`src/rtl/dma_burst_chan.sv`:
```
// rtl/dma_burst_chan.sv - FIFO-buffered burst DMA channel between gstmcu RDY handshake and device streams (option: DMA_DONE_IRQ_EN)
module dma_burst_chan #(
    parameter int CHANNELS = 2,
    parameter int DEPTH    = 8,
    parameter int BURST    = 8,
    localparam int CHW     = (CHANNELS > 1) ? $clog2(CHANNELS) : 1
) (
    input  logic           clk32,
    input  logic           resb,
    input  logic           clk_en,
    input  logic           FCS_N,
    input  logic           RW,
    input  logic           A1,
    input  logic [15:0]    DIN,
    output logic [15:0]    DOUT,
    input  logic           RDY_I,
    output logic           RDY_O,
    output logic [CHW-1:0] dev_chan,
    input  logic           dev_in_valid,
    output logic           dev_in_ready,
    input  logic [15:0]    dev_in_data,
    output logic           dev_out_valid,
    input  logic           dev_out_ready,
    output logic [15:0]    dev_out_data,
    output logic           INT_N
);
    localparam int          AW      = $clog2(DEPTH);
    localparam logic [15:0] BURST_W = 16'(BURST);
    localparam logic [AW:0] DEPTH_L = (AW + 1)'(DEPTH);

    typedef enum logic [1:0] {ST_IDLE, ST_FILL, ST_BURST, ST_DRAIN} state_t;

    logic [15:0]    mem [DEPTH];
    logic [AW-1:0]  wr_ptr, rd_ptr;
    logic [AW:0]    level;
    logic           dir;
    logic [CHW-1:0] chan;
    logic [15:0]    cnt, icnt, burst_left;
    logic           err;
    logic           rdy_o_q;
    state_t         state;

    logic        reg_wr, flush, empty, full, strobe, xfer, bad;
    logic        in_hs, out_hs, push, pop, go;
    logic [15:0] head, need, level16, free16, status, mode_rd;
    logic        unused_bits;

    assign reg_wr  = clk_en && !FCS_N && !RW;
    // Count writes and FLUSH both discard buffered data.
    assign flush   = reg_wr && (!A1 || DIN[14]);
    assign empty   = (level == '0);
    assign full    = (level == DEPTH_L);
    assign head    = mem[rd_ptr];
    assign strobe  = clk_en && !RDY_I && !reg_wr;
    assign xfer    = strobe && !rdy_o_q && (dir ? !full : !empty);
    assign bad     = strobe && !xfer;

    assign dev_in_ready  = !dir && (icnt != 16'd0) && !full;
    assign dev_out_valid = dir && !empty;
    assign dev_out_data  = empty ? 16'h0000 : head;
    assign in_hs         = dev_in_valid && dev_in_ready;
    assign out_hs        = dev_out_valid && dev_out_ready;
    assign push          = dir ? xfer : in_hs;
    assign pop           = dir ? out_hs : xfer;

    assign need    = (cnt < BURST_W) ? cnt : BURST_W;
    assign level16 = 16'(level);
    assign free16  = 16'(DEPTH_L - level);
    assign go      = (cnt != 16'd0) && (dir ? (free16 >= need) : (level16 >= need));

    assign status  = {cnt[7:0], 4'b0000, full, empty, cnt != 16'd0, err};
    assign mode_rd = {dir, 1'b0, {(14 - CHW){1'b0}}, chan};
    assign unused_bits = ^DIN[13:CHW];

    always_comb begin
        DOUT = empty ? 16'h0000 : head;
        if (!FCS_N && RW)
            DOUT = A1 ? mode_rd : status;
    end

    assign RDY_O    = rdy_o_q;
    assign dev_chan = chan;

    always_ff @(posedge clk32) begin
        if (resb && !flush && push)
            mem[wr_ptr] <= dir ? DIN : dev_in_data;
    end

    always_ff @(posedge clk32) begin
        if (!resb || flush) begin
            wr_ptr <= '0;
            rd_ptr <= '0;
            level  <= '0;
        end else begin
            if (push)
                wr_ptr <= wr_ptr + 1'b1;
            if (pop)
                rd_ptr <= rd_ptr + 1'b1;
            if (push && !pop)
                level <= level + 1'b1;
            else if (pop && !push)
                level <= level - 1'b1;
        end
    end

    always_ff @(posedge clk32) begin
        if (!resb) begin
            dir        <= 1'b0;
            chan       <= '0;
            cnt        <= '0;
            icnt       <= '0;
            err        <= 1'b0;
            burst_left <= '0;
            rdy_o_q    <= 1'b1;
            state      <= ST_IDLE;
        end else if (reg_wr) begin
            if (A1) begin
                dir  <= DIN[15];
                chan <= DIN[CHW-1:0];
                if (DIN[14]) begin
                    cnt     <= '0;
                    icnt    <= '0;
                    rdy_o_q <= 1'b1;
                    state   <= ST_IDLE;
                end
            end else begin
                cnt     <= DIN;
                icnt    <= DIN;
                err     <= 1'b0;
                rdy_o_q <= 1'b1;
                state   <= ST_IDLE;
            end
        end else begin
            if (bad)
                err <= 1'b1;
            if (in_hs && icnt != 16'd0)
                icnt <= icnt - 16'd1;
            case (state)
                ST_BURST: begin
                    if (xfer) begin
                        if (cnt != 16'd0)
                            cnt <= cnt - 16'd1;
                        burst_left <= burst_left - 16'd1;
                        // Release the request on the edge that takes the last word.
                        if (burst_left == 16'd1 || cnt == 16'd1) begin
                            rdy_o_q <= 1'b1;
                            state   <= ST_FILL;
                        end
                    end
                end
                default: begin
                    if (clk_en && go) begin
                        state      <= ST_BURST;
                        rdy_o_q    <= 1'b0;
                        burst_left <= need;
                    end else if (cnt != 16'd0)
                        state <= ST_FILL;
                    else if (!empty)
                        state <= ST_DRAIN;
                    else
                        state <= ST_IDLE;
                end
            endcase
        end
    end

`ifdef DMA_DONE_IRQ_EN
    logic int_n_q;

    always_ff @(posedge clk32) begin
        if (!resb)
            int_n_q <= 1'b1;
        else if (clk_en)
            int_n_q <= !(xfer && cnt == 16'd1);
    end

    assign INT_N = int_n_q;
`else
    assign INT_N = 1'b1;
`endif

endmodule

```
`config.mk`:
```
export PLATFORM = sky130hd
export DESIGN_NAME = dma_burst_chan
export DESIGN_NICKNAME = d
export VERILOG_FILES = /design/src/rtl/dma_burst_chan.sv
export SDC_FILE = /design/constraint.sdc
export NUM_CORES = 1
export LEC_CHECK = 0
export ABC_AREA = 1
export CAP_MARGIN = 10
export CORE_MARGIN = 2
export CORE_UTILIZATION = 45
export CTS_BUF_LIST = sky130_fd_sc_hd__clkbuf_4 sky130_fd_sc_hd__clkbuf_8
export CTS_CLUSTER_DIAMETER = 80
export CTS_CLUSTER_SIZE = 12
export DETAILED_ROUTE_END_ITERATION = 6
export GPL_TIMING_DRIVEN = 0
export PLACE_DENSITY = 0.78
export SYNTH_ARGS = -nofsm -noshare
export SYNTH_HDL_FRONTEND = slang
export SYNTH_SLANG_ARGS = --single-unit
```
`constraint.sdc`:
```
create_clock -name clk32 -period 3.4 [get_ports clk32]
set_input_delay 1.02 -clock clk32 [delete_from_list [all_inputs] [get_ports clk32]]
set_output_delay 1.02 -clock clk32 [all_outputs]
set_load 0.005 [all_outputs]
```
==> results of run 1 <==
cell type report:
type                            instances  area (um2)  share of cell area
Buffer                                 51       425.4             0.03402
Clock buffer                           17       234.0             0.01871
Clock inverter                         15       207.7             0.01661
Inverter                              103       404.1             0.03232
Multi-Input combinational cell        822        4631              0.3703
Sequential cell                       195        5197              0.4156
Tap cell                              280       350.3             0.02801
Timing Repair Buffer                  115        1056             0.08444
cells by family after synthesis:
family / Yosys count
and+or+nand+nor: 468
AOI/OAI and AO/OA: 292
DFF: 195
buffers and inverters: 154
adders and majority gates: 31
xor gates and xnor gates: 16
other: 1
muxes: 1
stage by stage:
| stage | instances | setup TNS (ps) | util | hold WS, ps |
|---|---|---|---|---|
| after floorplan | 1170 | 0 | - | 435.9 |
| after global placement | 1525 | -233470 | 0.5114 | 451.6 |
| after detailed placement | 1533 | -88620 | 0.5173 | 464.7 |
| after CTS | 1587 | -98.62 | 0.5620 | 477.7 |
| after global routing | 1598 | -88.63 | 0.5713 | 518.5 |
| final | 1598 | 0 | 0.5713 | 475.4 |
cells in the mapped netlist (3+ instances only):
cell	count	share of area
dfxtp_1	67	0.13
inv_2	9	0.0034
o21bai_1	4	0.0030
clkbuf_1	33	0.012
o21ai_1	4	0.0020
o211ai_1	4	0.0030
a21oi_1	67	0.033
nand4_1	10	0.0062
nor4_1	3	0.0019
nand3_2	3	0.0030
o21ai_0	150	0.075
nand3_1	36	0.018
nor3_1	24	0.012
o221ai_1	14	0.012
nor2_1	191	0.071
edfxtp_1	128	0.38
inv_1	92	0.034
buf_2	9	0.0045
buf_6	6	0.0067
o211a_1	10	0.010
o22ai_1	24	0.015
ha_1	30	0.037
xnor2_1	6	0.0052
nand2_1	178	0.066
nand2_4	3	0.0034
nand2_2	3	0.0019
nor2_4	4	0.0045
xor2_1	10	0.0087
nor2_2	3	0.0019
flip-flops by register name (all words and copies together) (netlist names), 2 cells and up, named ones only:
name and flops:
level 4, burst_left 16, mem 128, wr_ptr 3
cnt 16, rd_ptr 3, state 2, icnt 16
timing repair:
item                       4_1_cts  5_1_grt
buffers inserted                21        9
resized for setup              146       83
setup endpoints to repair      118       30
gates cloned                     1        2
pin swaps                       17       19
critical path, stage by stage:
cell             delay (ps)
clkdlybuf4s50_1         480
inv_2                    60
nor2_4                  180
buf_6                   180
nand2_8                  90
o21ai_2                 140
clkdlybuf4s15_2         240
worst max-delay path by stage:
| stage | slack, ps | startpoint | endpoint | cells after the start |
|---|---|---|---|---|
| 2_1_floorplan | 50 | clk_en | mem[5][0] | 8 |
| 3_3_place_gp | -1900 | clk_en | mem[5][12] | 9 |
| 3_5_place_dp | -1170 | RW | DOUT[2] | 6 |
| 4_1_cts | -20 | RW | DOUT[10] | 8 |
| 5_1_grt | -50 | FCS_N | level[3] | 19 |
| 6_report | 0.3 | RW | DOUT[12] | 7 |
power groups by stage:
stage | registers, mW | logic, mW | clock network [mW]
floorplan | 2.94 | 2.10 | 0
global placement | 2.99 | 2.95 | 0
detailed placement | 2.99 | 3.04 | 0
CTS | 2.95 | 3.35 | 1.60
global route | 2.98 | 3.90 | 1.68
finish | 2.95 | 3.52 | 1.60
per-layer routing:
metal | global-route usage | routed length (um) | up-vias
li1 | - | - | 4283
met1 | 0.3002 | 11330 | 4268
met2 | 0.4128 | 14290 | 478
met3 | 0.05784 | 2719 | 114
met4 | 0.1276 | 1384 | 0
met5 | 0 | 0 | -
==> flow_metrics.env, run 1 <==
export IMPL_status="finished, final reports clean"
export IMPL_hpwl_mm=20.72
export IMPL_synth_seq_cells=195
export IMPL_areaGrowthSynthToFinish_pct=24.44
export IMPL_p_switching_mw=3.214
export IMPL_cts_root_buffer_cell="clkbuf_8"
export IMPL_antenna_found_initial=1
export IMPL_end_kind="output port"
export IMPL_synth_xor_area_frac=0.01394
export IMPL_via_per_inst=5.722
export IMPL_placed_area_um2=11320
export IMPL_synth_top_family_by_area="simple AND/OR/NAND/NOR gates"
export IMPL_synth_edf_count=128
export IMPL_cts_max_level=4
export IMPL_hp_class="reg2reg"
export IMPL_async_flop_share=0
export IMPL_leakage_nw=5.212
export IMPL_finalClockSkew_ps=22.43
export IMPL_dieArea_um2=23540
export IMPL_core_area_um2=21890
export IMPL_clockBufferDepth=2
export IMPL_cts_tree="built"
export IMPL_hold_buffers=0
export IMPL_row_count=54
export IMPL_first_iter_violations=1016
export IMPL_seq_area_frac_synth=0.5159
export IMPL_rsz0062_at_grt="yes"
export IMPL_synth_compound_area_share=0.1661
export IMPL_slew_headroom=0.2965
export IMPL_finalCritPeriodShare=0.9999
export IMPL_dp_slack_ps=-1166
export IMPL_wirelength_mm=29.73
export IMPL_path_class="in2out"
export IMPL_io_pins=78
export IMPL_pwr_share_seq=0.366
export IMPL_power_total_mw=8.074
export IMPL_finalHoldViolCount=0
export IMPL_diodes=0
export IMPL_slew_viol_final=0
export IMPL_synthAdderAreaFrac=0.03934
export IMPL_swShare=0.3981
export IMPL_yosys_warnings=0
export IMPL_fp_dieH_um=153.4
export IMPL_grt_pass1_vias=8610
export IMPL_synth_cell_types=54
export IMPL_r2r_end="burst_left[4]"
export IMPL_drc_errors=0
export IMPL_period_needed_ps=3400
export IMPL_required_ps=2380
export IMPL_arrival_ps=2380
export IMPL_grt_pass1_wl_mm=45.43
export IMPL_drtAntennaViolNets=0
export IMPL_worstHoldStart="rd_ptr[2]"
export IMPL_fillers=1878
export IMPL_r2r_slack_ps=310
export IMPL_setup_violations=0
export IMPL_drive_gt1_frac=0.1700
export IMPL_clk_pin_slew_ps=120
export IMPL_wl_per_cell_um=18.60
export IMPL_start_kind="primary input"
export IMPL_overflow=0
export IMPL_num_vias=9143
export IMPL_powerDensity_nw_per_um2=645.7
export IMPL_place_gp_congestion=0.9343
export IMPL_maxCapViolations=0
export IMPL_clk_latency_ps=490
export IMPL_dr_pass1_iters=6
export IMPL_initial_core_util=0.4591
export IMPL_timing_final_ws_setup_ps=0.2707
export IMPL_most_common_layout_cells="nor2_1 (183), nand2_1 (170), edfxtp_1 (128)"
export IMPL_syn_avg_cell_area_um2=8.678
export IMPL_r2r_start="level[1]"
export IMPL_nets=1377
export IMPL_worst_pin_slew_ps=1044
export IMPL_layout_commonest_cell="nor2_1"
export IMPL_syn_area_um2=10050
export IMPL_p_clk_frac=0.198
export IMPL_grt_max_degree=23
export IMPL_io_buffers=75
export IMPL_cts_buffers=17
export IMPL_clock_sinks=195
export IMPL_whs_path_depth=2
export IMPL_max_freq_mhz=294.1
export IMPL_synthFlopType="edfxtp_1"
export IMPL_p_comb_frac=0.436
export IMPL_synth_mux_area_frac=0.0009960
export IMPL_track_usage=0.2476
export IMPL_p_int_mw=4.860
export IMPL_ir_worst_vdd_mv=0.2954
export IMPL_critPathMaxFanout=5
export IMPL_fin_area_um2=12510
export IMPL_synth_cells=1158
export IMPL_synth_simple_area_share=0.1992
export IMPL_reg2reg_depth=19
export IMPL_fp_dieW_um=153.4
(Power assumes the default switching activity.)
==> run 2, diff against run 1 <==
--- a/config.mk
+++ b/config.mk
@@ -11,7 +11,6 @@
 export CORE_UTILIZATION = 45
 export CTS_BUF_LIST = sky130_fd_sc_hd__clkbuf_4 sky130_fd_sc_hd__clkbuf_8
 export CTS_CLUSTER_DIAMETER = 80
-export CTS_CLUSTER_SIZE = 12
 export DETAILED_ROUTE_END_ITERATION = 6
 export GPL_TIMING_DRIVEN = 0
 export PLACE_DENSITY = 0.78
==> results of run 2 <==
Final layout, timing and power as in run 1 (identical DEF).
==> run 3, diff against run 2 <==
--- a/config.mk
+++ b/config.mk
@@ -13,7 +13,7 @@
 export CTS_CLUSTER_DIAMETER = 80
 export DETAILED_ROUTE_END_ITERATION = 6
 export GPL_TIMING_DRIVEN = 0
-export PLACE_DENSITY = 0.78
+export PLACE_DENSITY = 0.75
 export SYNTH_ARGS = -nofsm -noshare
 export SYNTH_HDL_FRONTEND = slang
 export SYNTH_SLANG_ARGS = --single-unit
==> constraint.sdc (replaced) <==
create_clock -name clk32 -period 3.8 [get_ports clk32]
set_input_delay 1.14 -clock clk32 [delete_from_list [all_inputs] [get_ports clk32]]
set_output_delay 1.14 -clock clk32 [all_outputs]
set_load 0.005 [all_outputs]
==> run 3 against run 2 <==
  * Core utilization decreased by 2.5 points
  * Clock-buffer cell count is 1 higher
  * Critical path depth rose by 3
  * Sequential share of layout area increased by 1.9 points
  * Highest routed layer unchanged
  * First-iteration DRC count is 15% lower
  * Hold slack is essentially flat
  * Clock skew down 9.0 ps
  * Power down 15%
  * Register-to-register slack better by 300 ps
  * Worst setup slack worse by 51 ps
  * The run now ends with negative setup slack left
  * Design area decreased by 4.5%
  * Wire length decreased by 4.1%
==> flow_metrics.env, run 3 (synthesis gave the netlist of run 1 again) <==
export IMPL_via_per_inst=5.635
export IMPL_leakage_nw=4.905
export IMPL_rsz0062_at_grt="yes"
export IMPL_antenna_found_initial=0
export IMPL_dr_pass1_iters=5
export IMPL_top_register="mem"
export IMPL_largest_register_ff_count=128
export IMPL_place_gp_congestion=0.9273
export IMPL_drtAntennaViolNets=0
export IMPL_hp_class="reg2reg"
export IMPL_dp_cells=1533
export IMPL_p_int_mw=4.149
export IMPL_setup_violations=15
export IMPL_p_comb_frac=0.418
export IMPL_pwr_share_seq=0.386
export IMPL_wl_per_cell_um=18.10
export IMPL_fin_area_um2=11950
export IMPL_fp_dieH_um=153.4
export IMPL_initial_core_util=0.4591
export IMPL_path_class="in2reg"
export IMPL_ir_worst_vdd_mv=0.3249
export IMPL_timing_final_ws_setup_ps=-51.17
export IMPL_overflow=0
export IMPL_dieArea_um2=23540
export IMPL_cts_buffers=17
export IMPL_first_iter_violations=860
export IMPL_finalCritPeriodShare=1.013
export IMPL_swShare=0.3931
export IMPL_fp_dieW_um=153.4
export IMPL_clk_latency_ps=490
export IMPL_slew_viol_final=0
export IMPL_wirelength_mm=28.51
export IMPL_required_ps=4000
export IMPL_max_freq_mhz=259.7
export IMPL_cts_tree="built"
export IMPL_hold_ws_ps=475.6
export IMPL_finalHoldViolCount=0
export IMPL_finalClockSkew_ps=13.45
export IMPL_track_usage=0.2436
export IMPL_clk_pin_slew_ps=110
export IMPL_grt_max_degree=20
export IMPL_layout_cells_non_filler=1575
export IMPL_placed_area_um2=11330
export IMPL_clock_sinks=195
export IMPL_nets=1354
export IMPL_core_area_um2=21890
export IMPL_whs_path_depth=2
export IMPL_violations="negative setup slack"
export IMPL_p_clk_frac=0.197
export IMPL_fillers=1999
export IMPL_power_total_mw=6.837
export IMPL_num_vias=8875
export IMPL_critPathMaxFanout=10
export IMPL_end_kind="register"
export IMPL_status="finished, violations left"
export IMPL_worst_pin_slew_ps=1076
export IMPL_reg2reg_depth=19
export IMPL_drive_gt1_frac=0.1158
export IMPL_arrival_ps=4050
export IMPL_io_buffers=75
export IMPL_start_kind="primary input"
export IMPL_powerDensity_nw_per_um2=572.2
export IMPL_grt_pass1_wl_mm=44.79
export IMPL_slew_headroom=0.2753
export IMPL_layout_commonest_cell="nor2_1"
export IMPL_hpwl_mm=20.87
export IMPL_period_needed_ps=3851
export IMPL_io_pins=78
export IMPL_cts_root_buffer_cell="clkbuf_8"
export IMPL_p_switching_mw=2.688
export IMPL_diodes=0
export IMPL_clockBufferDepth=2
export IMPL_cts_max_level=4
export IMPL_grt_pass1_vias=8318
export IMPL_maxCapViolations=0
export IMPL_utilization=0.5458
export IMPL_drc_errors=0
export IMPL_areaGrowthSynthToFinish_pct=18.90
export IMPL_most_common_layout_cells="nor2_1 (188), nand2_1 (175), o21ai_0 (140)"
export IMPL_row_count=54
[run 3: cell type report]
class	instances	area, um2	area share
clock inverter	14	132.6	0.01110
inverter	103	391.6	0.03277
tap	280	350.3	0.02932
clock buffer	18	241.5	0.02021
sequential	195	5187	0.4341
buffer	51	331.6	0.02775
multi-input combinational	821	4402	0.3684
timing repair buffer	93	912.1	0.07633
[run 3: timing repair]
item / CTS / global route
hold buffers: 0 / 0
endpoints found under the setup margin: 35 / 47
setup buffers: 8 / 2
gates resized for setup: 70 / 22
pin swaps: 4 / 3
[run 3: power groups by stage]
stage / Sequential [mW] / Clock, mW / Combinational (mW)
floorplan: 2.63 / 0 / 1.88
global placement: 2.68 / 0 / 2.65
detailed placement: 2.68 / 0 / 2.73
CTS: 2.63 / 1.34 / 2.83
global route: 2.67 / 1.42 / 3.21
finish: 2.64 / 1.34 / 2.86
[run 3: path summary, 6_finish.rpt]
check            start             to  slack [ps]
max             clk_en     mem[2][13]         -50
min          rd_ptr[2]       register         480
max reg2reg   level[1]  burst_left[3]         610
min reg2reg  rd_ptr[2]       register         480
[run 3: per-stage QoR]
| stage | setup WS [ps] | setup TNS (ps) |
|---|---|---|
| global route | -68.83 | -1146 |
| CTS | 11.56 | 0 |
| detailed placement | -993.7 | -46740 |
| global placement | -1631 | -191040 |
| finish | -51.17 | -444.0 |
| floorplan | 331.6 | 0 |
[run 3: worst max-delay path, cell delays in order]
cell             delay (ps)
clkdlybuf4s50_1         490
inv_2                   110
nor2_1                   50
nand2_1                 120
buf_6                   180
a21oi_4                  60
nor2_1                  560
nand2_1                 420
nor3_2                  660
buf_6                   250
[run 3: layer usage]
| layer | wire length (um) | vias up | track usage | share of wire |
|---|---|---|---|---|
| met5 | 0 | - | 0 | 0 |
| met4 | 1184 | 0 | 0.1140 | 0.042 |
| met3 | 2199 | 74 | 0.03941 | 0.077 |
| met2 | 13640 | 400 | 0.3986 | 0.48 |
| met1 | 11480 | 4179 | 0.3177 | 0.40 |
| li1 | - | 4222 | - | - |
